[src/rtl/riscv_pkg.sv]
// Shared RV32 decode definitions: opcode constants, datapath widths and the
// immediate-format enum used by the decode/issue stage and later pipeline stages.
package riscv_pkg;

  localparam int XLEN   = 32;
  localparam int REG_AW = 5;

  localparam logic [6:0] OP_LOAD   = 7'b0000011;
  localparam logic [6:0] OP_STORE  = 7'b0100011;
  localparam logic [6:0] OP_OPIMM  = 7'b0010011;
  localparam logic [6:0] OP_OP     = 7'b0110011;
  localparam logic [6:0] OP_BRANCH = 7'b1100011;
  localparam logic [6:0] OP_JAL    = 7'b1101111;
  localparam logic [6:0] OP_JALR   = 7'b1100111;
  localparam logic [6:0] OP_LUI    = 7'b0110111;
  localparam logic [6:0] OP_AUIPC  = 7'b0010111;

  typedef enum logic [2:0] {
    IMM_I,
    IMM_S,
    IMM_B,
    IMM_U,
    IMM_J,
    IMM_NONE
  } imm_type_e;

endpackage

[src/rtl/imm_gen.sv]
// Combinational instruction-to-immediate decoder: classifies the opcode into an
// immediate format and returns the sign-extended immediate (zero for no format).
module imm_gen #(
  parameter int XLEN = 32
) (
  input  logic [31:0]           instr,
  output logic [XLEN-1:0]       imm,
  output riscv_pkg::imm_type_e  imm_type
);
  import riscv_pkg::*;

  logic [31:0] imm32;
  logic        unused_funct3;

  assign unused_funct3 = ^instr[14:12];

  // NOTE: every always_comb output gets a default first so no path infers a latch.
  always_comb begin
    imm_type = IMM_NONE;
    case (instr[6:0])
      OP_LOAD, OP_OPIMM, OP_JALR: imm_type = IMM_I;
      OP_STORE:                   imm_type = IMM_S;
      OP_BRANCH:                  imm_type = IMM_B;
      OP_LUI, OP_AUIPC:           imm_type = IMM_U;
      OP_JAL:                     imm_type = IMM_J;
      default:                    imm_type = IMM_NONE;
    endcase
  end

  always_comb begin
    imm32 = '0;
    case (imm_type)
      IMM_I: imm32 = {{20{instr[31]}}, instr[31:20]};
      IMM_S: imm32 = {{20{instr[31]}}, instr[31:25], instr[11:7]};
      IMM_B: imm32 = {{19{instr[31]}}, instr[31], instr[7], instr[30:25], instr[11:8], 1'b0};
      IMM_U: imm32 = {instr[31:12], 12'b0};
      IMM_J: imm32 = {{11{instr[31]}}, instr[31], instr[19:12], instr[20], instr[30:21], 1'b0};
      default: imm32 = '0;
    endcase
  end

  assign imm = XLEN'($signed(imm32));

endmodule

[src/rtl/id_ex_stage.sv]
// Decode/issue pipeline register between register_file and execute, with
// writeback bypass and valid/ready handshake. Define LOAD_USE_STALL_EN to add
// the load-use hazard stall; otherwise hazard is tied low.
module id_ex_stage #(
  parameter int XLEN   = 32,
  parameter int REG_AW = 5
) (
  input  logic              clk,
  input  logic              rst,
  input  logic              flush,
  input  logic              in_valid,
  output logic              in_ready,
  input  logic [XLEN-1:0]   in_instr,
  input  logic [XLEN-1:0]   in_pc,
  output logic [REG_AW-1:0] rs1_addr,
  output logic [REG_AW-1:0] rs2_addr,
  input  logic [XLEN-1:0]   rs1_data,
  input  logic [XLEN-1:0]   rs2_data,
  input  logic              wb_we,
  input  logic [REG_AW-1:0] wb_rd,
  input  logic [XLEN-1:0]   wb_data,
  output logic              out_valid,
  input  logic              out_ready,
  output logic [XLEN-1:0]   out_pc,
  output logic [XLEN-1:0]   out_rs1_val,
  output logic [XLEN-1:0]   out_rs2_val,
  output logic [XLEN-1:0]   out_imm,
  output logic [REG_AW-1:0] out_rd,
  output logic [6:0]        out_opcode,
  output logic [2:0]        out_funct3,
  output logic [6:0]        out_funct7,
  output logic              out_reg_write,
  output logic              out_mem_read,
  output logic              out_mem_write
);
  import riscv_pkg::*;

  logic [6:0]        opcode;
  logic [REG_AW-1:0] rd;
  logic [XLEN-1:0]   imm;
  imm_type_e         imm_kind;
  logic              unused_imm_kind;
  logic              dec_reg_write;
  logic              dec_mem_read;
  logic              dec_mem_write;
  logic              hazard;
  logic              accept;
  logic              wb_live;
  logic [REG_AW-1:0] cap_rs1;
  logic [REG_AW-1:0] cap_rs2;

  assign opcode          = in_instr[6:0];
  assign rd              = in_instr[11:7];
  assign rs1_addr        = in_instr[19:15];
  assign rs2_addr        = in_instr[24:20];
  assign unused_imm_kind = ^imm_kind;

  imm_gen #(.XLEN(XLEN)) u_imm_gen (
    .instr    (in_instr[31:0]),
    .imm      (imm),
    .imm_type (imm_kind)
  );

  always_comb begin
    dec_reg_write = 1'b0;
    dec_mem_read  = 1'b0;
    dec_mem_write = 1'b0;
    case (opcode)
      OP_OP, OP_OPIMM, OP_LUI, OP_AUIPC, OP_JAL, OP_JALR: dec_reg_write = 1'b1;
      OP_LOAD: begin
        dec_reg_write = 1'b1;
        dec_mem_read  = 1'b1;
      end
      OP_STORE: dec_mem_write = 1'b1;
      default: ;
    endcase
    if (rd == '0) dec_reg_write = 1'b0;
  end

`ifdef LOAD_USE_STALL_EN
  // rs2 is compared even for opcodes that ignore it; the extra stall is harmless.
  assign hazard = out_valid && out_mem_read && (out_rd != '0) && in_valid &&
                  ((out_rd == rs1_addr) || (out_rd == rs2_addr));
`else
  assign hazard = 1'b0;
`endif

  assign in_ready = (!out_valid || out_ready) && !hazard;
  assign accept   = in_valid && in_ready && !flush;
  assign wb_live  = wb_we && (wb_rd != '0);

  // NOTE: reset is synchronous and sits first in the if-chain, giving rst > flush > accept.
  always_ff @(posedge clk) begin
    if (rst) begin
      out_valid     <= 1'b0;
      out_pc        <= '0;
      out_rs1_val   <= '0;
      out_rs2_val   <= '0;
      out_imm       <= '0;
      out_rd        <= '0;
      out_opcode    <= '0;
      out_funct3    <= '0;
      out_funct7    <= '0;
      out_reg_write <= 1'b0;
      out_mem_read  <= 1'b0;
      out_mem_write <= 1'b0;
      cap_rs1       <= '0;
      cap_rs2       <= '0;
    end else if (flush) begin
      out_valid <= 1'b0;
    end else if (accept) begin
      out_valid     <= 1'b1;
      out_pc        <= in_pc;
      // register_file still returns the old value during its write cycle
      out_rs1_val   <= (wb_live && wb_rd == rs1_addr) ? wb_data : rs1_data;
      out_rs2_val   <= (wb_live && wb_rd == rs2_addr) ? wb_data : rs2_data;
      out_imm       <= imm;
      out_rd        <= rd;
      out_opcode    <= opcode;
      out_funct3    <= in_instr[14:12];
      out_funct7    <= in_instr[31:25];
      out_reg_write <= dec_reg_write;
      out_mem_read  <= dec_mem_read;
      out_mem_write <= dec_mem_write;
      cap_rs1       <= rs1_addr;
      cap_rs2       <= rs2_addr;
    end else if (out_ready) begin
      out_valid <= 1'b0;
    end else if (out_valid && wb_live) begin
      // A held bundle must still observe writebacks that retire while it waits.
      if (wb_rd == cap_rs1) out_rs1_val <= wb_data;
      if (wb_rd == cap_rs2) out_rs2_val <= wb_data;
    end
  end

endmodule

[config.mk]
export PLATFORM = sky130hd
export DESIGN_NAME = id_ex_stage
export DESIGN_NICKNAME = d
export VERILOG_FILES = /design/src/rtl/riscv_pkg.sv /design/src/rtl/imm_gen.sv /design/src/rtl/id_ex_stage.sv
export SDC_FILE = /design/constraint.sdc
export NUM_CORES = 1
export LEC_CHECK = 0
export CAP_MARGIN = 40
export CORE_AREA = 2 2 135 137
export CTS_CLUSTER_DIAMETER = 50
export DETAILED_ROUTE_END_ITERATION = 8
export DIE_AREA = 0 0 137 139
export GPL_TIMING_DRIVEN = 0
export PLACE_DENSITY = 0.84
export SETUP_SLACK_MARGIN = 0.1
export SLEW_MARGIN = 20
export SYNTH_ARGS = -nofsm -noshare
export SYNTH_HDL_FRONTEND = slang
export SYNTH_SLANG_ARGS = --single-unit
[constraint.sdc]
create_clock -name clk -period 3.8 [get_ports clk]
set_clock_uncertainty 0.1 [all_clocks]
set_input_delay 0.76 -clock clk [delete_from_list [all_inputs] [get_ports clk]]
set_output_delay 0.76 -clock clk [all_outputs]
set_load 0.01 [all_outputs]
==> results of run 1 <==
cells in the mapped netlist, drive strengths merged, types with 3 or more instances:
| library cell | count |
|---|---|
| clkbuf | 45 |
| nand2 | 164 |
| or4 | 3 |
| a21oi | 110 |
| buf | 33 |
| o21a | 31 |
| o221a | 32 |
| xnor2 | 19 |
| a22oi | 4 |
| dfxtp | 164 |
| inv | 33 |
| nor3b | 3 |
| nor2 | 10 |
| a221oi | 8 |
| o221ai | 31 |
| o31ai | 10 |
| nor3 | 4 |
| a31oi | 11 |
| a211oi | 10 |
| o21ai | 5 |
| nand3 | 29 |
state kept, by name, summed over array words and instances, names as in the netlist:
| signal | count |
|---|---|
| out_opcode | 7 |
| out_mem_write | 1 |
| out_imm | 32 |
| out_valid | 1 |
| out_reg_write | 1 |
| out_rs2_val | 32 |
| out_funct7 | 7 |
| cap_rs2 | 5 |
| out_pc | 32 |
| cap_rs1 | 5 |
| out_rs1_val | 32 |
| out_rd | 5 |
| out_mem_read | 1 |
| out_funct3 | 3 |
kinds of logic after synthesis:
family | count (synthesis) | share of synthesized area
AO/OA/AOI/OAI | 262 | 0.277
XOR/XNOR | 20 | 0.0253
buffers and inverters | 114 | 0.0812
flip-flops | 164 | 0.475
multiplexers | 1 | 0.00163
AND/OR/NAND/NOR | 224 | 0.140
worst min path at each step:
stage | from | to | slack, ps | cells after the start
2_1_floorplan | cap_rs1[1]$_SDFFE_PP0P_ | cap_rs1[1]$_SDFFE_PP0P_ | 350 | 2
3_3_place_gp | out_imm[31]$_SDFFE_PP0P_ | out_imm[31]$_SDFFE_PP0P_ | 340 | 2
3_5_place_dp | out_pc[19]$_SDFFE_PP0P_ | out_pc[19]$_SDFFE_PP0P_ | 350 | 2
4_1_cts | out_mem_read$_SDFFE_PP0P_ | out_mem_read$_SDFFE_PP0P_ | 350 | 2
5_1_grt | out_imm[8]$_SDFFE_PP0P_ | out_imm[8]$_SDFFE_PP0P_ | 370 | 2
6_report | out_funct7[5]$_SDFFE_PP0P_ | out_funct7[5]$_SDFFE_PP0P_ | 350 | 2
metrics by stage:
stage                     hold WS [ps]  area, µm²   util  power [mW]
after global placement             337      10500  0.594        2.61
after floorplan                    348       6920      -        2.17
after CTS                          353      11100  0.626        4.30
after detailed placement           346      10500  0.594        2.62
final                              353      11100  0.626        4.28
after global routing               367      11100  0.626        4.44
cell type report:
cell class,instances,share of cell area
tap,229,0.0259
antenna,1,0.000226
timing repair buffer,329,0.297
buffer,80,0.0393
clock buffer,18,0.0388
sequential,164,0.297
multi-input combinational,507,0.278
clock inverter,14,0.0126
inverter,34,0.0115
routing by layer:
metal,GRT usage,share of wire,up-vias
met3,0.102,0.10,73
met2,0.483,0.50,354
met1,0.280,0.36,3430
met4,0.147,0.045,0
li1,-,-,3496
met5,0,0,-
critical path, stage by stage:
cell and delay [ps]:
sky130_fd_sc_hd__clkdlybuf4s50_1 710, sky130_fd_sc_hd__buf_4 180, sky130_fd_sc_hd__clkdlybuf4s50_1 520
power by group through the flow:
| stage | registers [mW] | clock network (mW) | logic (mW) |
|---|---|---|---|
| 2_1_floorplan | 1.91 | 0 | 0.256 |
| 3_3_place_gp | 1.88 | 0 | 0.729 |
| 3_5_place_dp | 1.88 | 0 | 0.739 |
| 4_1_cts | 1.84 | 1.72 | 0.743 |
| 5_1_grt | 1.85 | 1.79 | 0.794 |
| 6_report | 1.84 | 1.70 | 0.740 |
==> reports/summary.txt, run 1 <==
STATUS
----------------------------------------------------------------------------------------
Outcome ................................................................... finished clean

SYNTH
----------------------------------------------------------------------------------------
Mean area per synthesized cell ............................................     8.81 µm²
Post-synth ARST share .....................................................            0
Seq cells post-synth ......................................................          164
Summed instance area of the synthesized netlist ...........................  0.00692 mm²
Mapped Nets ...............................................................          956
Count of distinct cell types in the synthesized netlist ...................           55
Number of synthesis warnings ..............................................            0
EDFF count, synth .........................................................            0
Sequential share of the synthesized area ..................................        0.475
Most common flop cell mapped by yosys ..................................... sky130_fd_sc_hd__dfxtp_1
Cell count after synthesis ................................................          785
Synth area leaders ........................................................ sky130_fd_sc_hd__dfxtp_1 47%, sky130_fd_sc_hd__nand2_1 8.9%, sky130_fd_sc_hd__a21oi_1 7.9%
Proportion of netlist area held by the largest area contributor ...........        0.475
Top cell type by total area after synthesis ............................... sky130_fd_sc_hd__dfxtp_1

PWR
----------------------------------------------------------------------------------------
Power per Cell Area .......................................................   387 mW/mm²
Internal Power ............................................................      3.13 mW
Leakage Power .............................................................      4.00 nW
Combinational share of power ..............................................        0.173
Fraction of power consumed by the clock network ...........................        0.396
Proportion of power drawn by flip-flops and latches .......................        0.431
Net switching power of the design .........................................      1.15 mW
Switching fraction of total power .........................................        0.269
VDD IR max ................................................................     0.299 mV

STA
----------------------------------------------------------------------------------------
Final Setup Violations ....................................................            0
Hold Vio Cnt, Final .......................................................            0
Share of the clock period used by the worst path ..........................        0.799
Slew at the pin closest to its max-slew limit .............................       661 ps
Number of pins with negative max-slew slack in the final report ...........            0
Slew headroom .............................................................        0.555
Total Neg Setup Slack .....................................................         0 ps
Post-route setup slack ....................................................       764 ps
Setup repair after global routing missed its margin .......................           no
Peak clock frequency supported by timing ..................................    0.329 GHz
Post-layout min period ....................................................      3040 ps

CLOCK TREE
----------------------------------------------------------------------------------------
CTS resizes ...............................................................            0
Clock slew seen by the registers of the worst setup and hold paths ........        60 ps
CTS root buf .............................................................. sky130_fd_sc_hd__clkbuf_16
Total number of clock tree sinks ..........................................          164
Worst-case clock buffer depth .............................................            2
Clk Latency, worst-skew pair ..............................................       420 ps
H-tree depth reported by CTS ..............................................            4
Hold Buf Count CTS ........................................................            0
TritonCTS Buffers .........................................................           17
Post-CTS setup buffers ....................................................            0
TritonCTS clock tree ......................................................        built

FINAL LAYOUT
----------------------------------------------------------------------------------------
Reg area ..................................................................  0.00328 mm²
Post-route insts no fill ..................................................         1376
Most used cells in the layout excluding fill and tap cells ................ 328 x sky130_fd_sc_hd__clkdlybuf4s50_1, 164 x sky130_fd_sc_hd__nand2_1, 164 x sky130_fd_sc_hd__dfxtp_1
Total of fill cells in the finished design ................................         1529
Area growth from synthesis to final layout ................................        59.9%
Most common cell after layout, fill and taps aside ........................ sky130_fd_sc_hd__clkdlybuf4s50_1
Layout cells sized above 1 ................................................       0.0681
Footprint of the multi-input gates ........................................  0.00307 mm²
Number of nets in the finished design .....................................         1304

CRITICAL PATH
----------------------------------------------------------------------------------------
Timing startpoint of the critical path .................................... in_instr[24]
Startpoint-to-endpoint class of the critical path ......................... input pin to output pin
Critical R2R Capture ...................................................... out_mem_read$_SDFFE_PP0P_
End point of the critical path ............................................  rs2_addr[4]
Worst r2r path cells ......................................................            6
Critical Path Start Type ..................................................    input pin
Launch point of the worst reg-to-reg path ................................. out_valid$_SDFFE_PP0P_
Worst-path maximum fanout .................................................            5
Endpoint required time on the critical path ...............................      2940 ps
CP Data Arrival Time ......................................................      2180 ps
Endpoint kind of the worst setup timing path ..............................   output pin
Setup slack of the most critical reg-to-reg path ..........................      1340 ps

GLOBAL ROUTE
----------------------------------------------------------------------------------------
Vias in the first global route ............................................         7439
Number of antenna violations at the first check in global routing .........            1
Largest net degree at the start of global routing .........................           17
Global-route wire length before repair ....................................      40.1 mm
Total Routing Usage GR ....................................................        0.275
Total congestion overflow after global routing ............................            0

PLACEMENT
----------------------------------------------------------------------------------------
GP Congestion .............................................................        0.898
Count of buffers inserted at the top-level ports ..........................          328
Post-placement setup slack ................................................       409 ps
Total half-perimeter wirelength after legalization and detailed placement .      21.0 mm
Total placed cells including tap cells ....................................         1343

ROUTE
----------------------------------------------------------------------------------------
Total Wirelength ..........................................................      26.7 mm
DR WL/cell ................................................................      19.4 µm
Antenna-violating nets left ...............................................            0
DR vias/cell ..............................................................         5.34
DRT iter0 DRCs ............................................................          325
TritonRoute pass-1 iters ..................................................            5
DRC violation count after routing .........................................            0
Vias ......................................................................         7353

FLOORPLANNING
----------------------------------------------------------------------------------------
Number of rows created at floorplan .......................................           49
Area inside the core boundary .............................................   0.0177 mm²
Die H .....................................................................       139 µm
Initial core utilization ..................................................        0.392
Die footprint .............................................................   0.0190 mm²
Number of primary I/O pins ................................................          336
Chip width ................................................................       137 µm

RUN
----------------------------------------------------------------------------------------
Max-capacitance violation count ...........................................            0

WORST HOLD PATH
----------------------------------------------------------------------------------------
Worst hold-check path type ................................................ flip-flop to flip-flop

Note: power is estimated with default switching activity, not from simulation.
==> inputs of run 2 (changes only) <==
- CORE_AREA: 2 2 135 137 -> 2 2 140 142
- DIE_AREA: 0 0 137 139 -> 0 0 142 144
- PLACE_DENSITY: 0.84 -> 0.82
- clock period: 3.8 -> 2.7 ns (I/O delays scaled with it)
==> run 2 against run 1 <==
Net effect:
- sequential power increased by 41%
- critical path depth unchanged
- non-clock buffer count decreased by 1
- die area increased by 7.4%
- sequential cell count unchanged
- first-iteration DRC count decreased by 17%
- count of clock-buffer cells in the layout unchanged
- sequential share of layout area decreased by 0.23 points
- critical endpoint unchanged
- largest cell class unchanged
==> reports/summary.txt, run 2 (same netlist as run 1, synthesis figures left out) <==
STATUS
----------------------------------------------------------------------------------------
Outcome ................................................................... finished clean   unchanged

FINAL LAYOUT
----------------------------------------------------------------------------------------
Most common cell after layout, fill and taps aside ........................ sky130_fd_sc_hd__clkdlybuf4s50_1   unchanged
Reg area ..................................................................  0.00328 mm²   unchanged
Utilization after layout ..................................................        0.584   was 0.626
Layout cells sized above 1 ................................................       0.0838   was 0.0681
Footprint of the multi-input gates ........................................  0.00310 mm²   was 0.00307 mm²
Total of fill cells in the finished design ................................         1699   was 1529
Area growth from synthesis to final layout ................................        61.2%   was 59.9%
Most used cells in the layout excluding fill and tap cells ................ 323 x sky130_fd_sc_hd__clkdlybuf4s50_1, 164 x sky130_fd_sc_hd__nand2_1, 164 x sky130_fd_sc_hd__dfxtp_1   was 328 x sky130_fd_sc_hd__clkdlybuf4s50_1, 164 x sky130_fd_sc_hd__nand2_1, 164 x sky130_fd_sc_hd__dfxtp_1
Number of nets in the finished design .....................................         1303   was 1304

FLOORPLANNING
----------------------------------------------------------------------------------------
Die H .....................................................................       144 µm   was 139 µm
Chip width ................................................................       142 µm   was 137 µm
Area inside the core boundary .............................................   0.0191 mm²   was 0.0177 mm²
Die footprint .............................................................   0.0204 mm²   was 0.0190 mm²
Number of primary I/O pins ................................................          336   unchanged
Initial core utilization ..................................................        0.362   was 0.392
Number of rows created at floorplan .......................................           51   was 49

CRITICAL PATH
----------------------------------------------------------------------------------------
Worst-path maximum fanout .................................................            5   unchanged
Critical Path Start Type ..................................................    input pin   unchanged
CP Data Arrival Time ......................................................      1920 ps   was 2180 ps
Maximum single-stage delay on the critical path ...........................       670 ps   was 710 ps
Ordered cell list for the critical path ................................... clkdlybuf4s50_1 -> buf_4 -> clkdlybuf4s50_1   unchanged
Most common cell type on the critical path ................................ sky130_fd_sc_hd__clkdlybuf4s50_1   unchanged
Startpoint-to-endpoint class of the critical path ......................... input pin to output pin   unchanged
Critical-path top delay cell .............................................. sky130_fd_sc_hd__clkdlybuf4s50_1   unchanged
Endpoint required time on the critical path ...............................      2060 ps   was 2940 ps
Endpoint kind of the worst setup timing path ..............................   output pin   unchanged

PLACEMENT
----------------------------------------------------------------------------------------
Total half-perimeter wirelength after legalization and detailed placement .      21.4 mm   was 21.0 mm
Count of buffers inserted at the top-level ports ..........................          328   unchanged
GP Congestion .............................................................        0.922   was 0.898
Post-placement setup slack ................................................      -571 ps   was 409 ps

ROUTE
----------------------------------------------------------------------------------------
DRC violation count after routing .........................................            0   unchanged
DRT iter0 DRCs ............................................................          271   was 325
Vias ......................................................................         7324   was 7353
Antenna-violating nets left ...............................................            0   unchanged
Total Wirelength ..........................................................      27.3 mm   was 26.7 mm
DR vias/cell ..............................................................         5.29   was 5.34
DR WL/cell ................................................................      19.7 µm   was 19.4 µm
TritonRoute pass-1 iters ..................................................            5   unchanged

CLOCK TREE
----------------------------------------------------------------------------------------
Worst-case clock buffer depth .............................................            2   unchanged
Clk Latency, worst-skew pair ..............................................       420 ps   about the same
Clock slew seen by the registers of the worst setup and hold paths ........        70 ps   was 60 ps
Hold Buf Count CTS ........................................................            0   unchanged
TritonCTS clock tree ......................................................        built   unchanged
Total number of clock tree sinks ..........................................          164   unchanged
H-tree depth reported by CTS ..............................................            4   unchanged
TritonCTS Buffers .........................................................           17   unchanged
CTS root buf .............................................................. sky130_fd_sc_hd__clkbuf_16   unchanged

STA
----------------------------------------------------------------------------------------
Hold Vio Cnt, Final .......................................................            0   unchanged
Peak clock frequency supported by timing ..................................    0.391 GHz
Post-route setup slack ....................................................       143 ps   was 764 ps
Final Setup Violations ....................................................            0   unchanged
Worst hold margin .........................................................       355 ps   was 353 ps
Number of pins with negative max-slew slack in the final report ...........            0   unchanged
Share of the clock period used by the worst path ..........................        0.947
Setup repair after global routing missed its margin .......................          yes   was no
Post-layout min period ....................................................      2560 ps
Slew at the pin closest to its max-slew limit .............................       703 ps   was 661 ps
Slew headroom .............................................................        0.529   was 0.555

RUN
----------------------------------------------------------------------------------------
Max-capacitance violation count ...........................................            0   unchanged

GLOBAL ROUTE
----------------------------------------------------------------------------------------
Total Routing Usage GR ....................................................        0.262   was 0.275
Number of antenna violations at the first check in global routing .........            2   was 1
Vias in the first global route ............................................         7258   was 7439
Total congestion overflow after global routing ............................            0   unchanged
Largest net degree at the start of global routing .........................           19   was 17
Global-route wire length before repair ....................................      40.9 mm   was 40.1 mm

PWR
----------------------------------------------------------------------------------------
VDD IR max ................................................................     0.409 mV   was 0.299 mV
Leakage Power .............................................................      4.07 nW   was 4.00 nW
Power per Cell Area .......................................................   548 mW/mm²   was 387 mW/mm²

WORST HOLD PATH
----------------------------------------------------------------------------------------
Worst hold-check path type ................................................ flip-flop to flip-flop   unchanged

run 2: cell types whose count changed in the layout (fill, tap and decap cells not counted), moves of 2 or more:
cell | before | now
sky130_fd_sc_hd__clkdlybuf4s50_1 | 328 | 323
sky130_fd_sc_hd__clkbuf_2 | 0 | 13
sky130_fd_sc_hd__clkinv_2 | 2 | 0
sky130_fd_sc_hd__clkinv_8 | 0 | 3
sky130_fd_sc_hd__buf_2 | 16 | 14
sky130_fd_sc_hd__dlymetal6s2s_1 | 0 | 2
sky130_fd_sc_hd__inv_8 | 2 | 7
sky130_fd_sc_hd__clkbuf_1 | 44 | 30
sky130_fd_sc_hd__dlygate4sd2_1 | 0 | 3
sky130_fd_sc_hd__inv_6 | 6 | 1
run 2: report_power, final:
group          internal (mW)  leakage [nW]  switching [mW]
logic                  0.573          2.44           0.477
clock network           1.28         0.289            1.19
registers               2.53          1.34          0.0620
run 2: per-stage QoR:
| step | std cells | TNS (ps) | total power [mW] | instance area (µm²) |
|---|---|---|---|---|
| after floorplan | 785 | 0 | 3.05 | 6920 |
| after global placement | 1351 | -44570 | 3.67 | 10500 |
| after detailed placement | 1351 | -51610 | 3.69 | 10500 |
| after CTS | 1383 | 0 | 6.14 | 11100 |
| after global routing | 1385 | 0 | 6.32 | 11100 |
| final | 1385 | 0 | 6.11 | 11100 |
run 2: layout make-up:
class | count | area share
flip-flops and latches | 164 | 0.295
clock inverters | 14 | 0.0144
repair buffers | 328 | 0.295
plain buffers | 80 | 0.0406
inverters | 34 | 0.0114
multi-input cells | 507 | 0.278
clock buffers | 18 | 0.0394
well taps | 238 | 0.0267
diodes | 2 | 0.000449
run 2: layer usage:
metal / track usage / share of wire / vias up
met5: 0 / 0 / -
met3: 0.0921 / 0.096 / 40
met4: 0.108 / 0.030 / 0
li1: - / - / 3481
met1: 0.279 / 0.37 / 3459
met2: 0.472 / 0.50 / 344
run 2: final timing paths:
check / start / endpoint / slack (ps) / cells after the start
setup / recovery: in_instr[24] / rs2_addr[4] / 140 / 3
hold / removal: out_funct3[1]$_SDFFE_PP0P_ / out_funct3[1]$_SDFFE_PP0P_ / 350 / 2
setup reg to reg: out_valid$_SDFFE_PP0P_ / out_mem_write$_SDFFE_PP0P_ / 460 / 6
hold reg to reg: out_funct3[1]$_SDFFE_PP0P_ / out_funct3[1]$_SDFFE_PP0P_ / 350 / 2
run 2: what timing repair did:
item,CTS,global route
resized for setup,8,26
setup endpoints to repair,82,109
cloned,0,0
setup buffers,0,0
pin swaps,0,1
run 2: critical path: cells and delay by family:
family / cells / cell delay, ps
buffers and inverters: 3 / 1370
==> inputs of run 3 (changes only) <==
- ABC_CLOCK_PERIOD_IN_PS: unset -> 2700
==> results of run 3 <==
Final layout, timing and power as in run 2 (identical DEF).
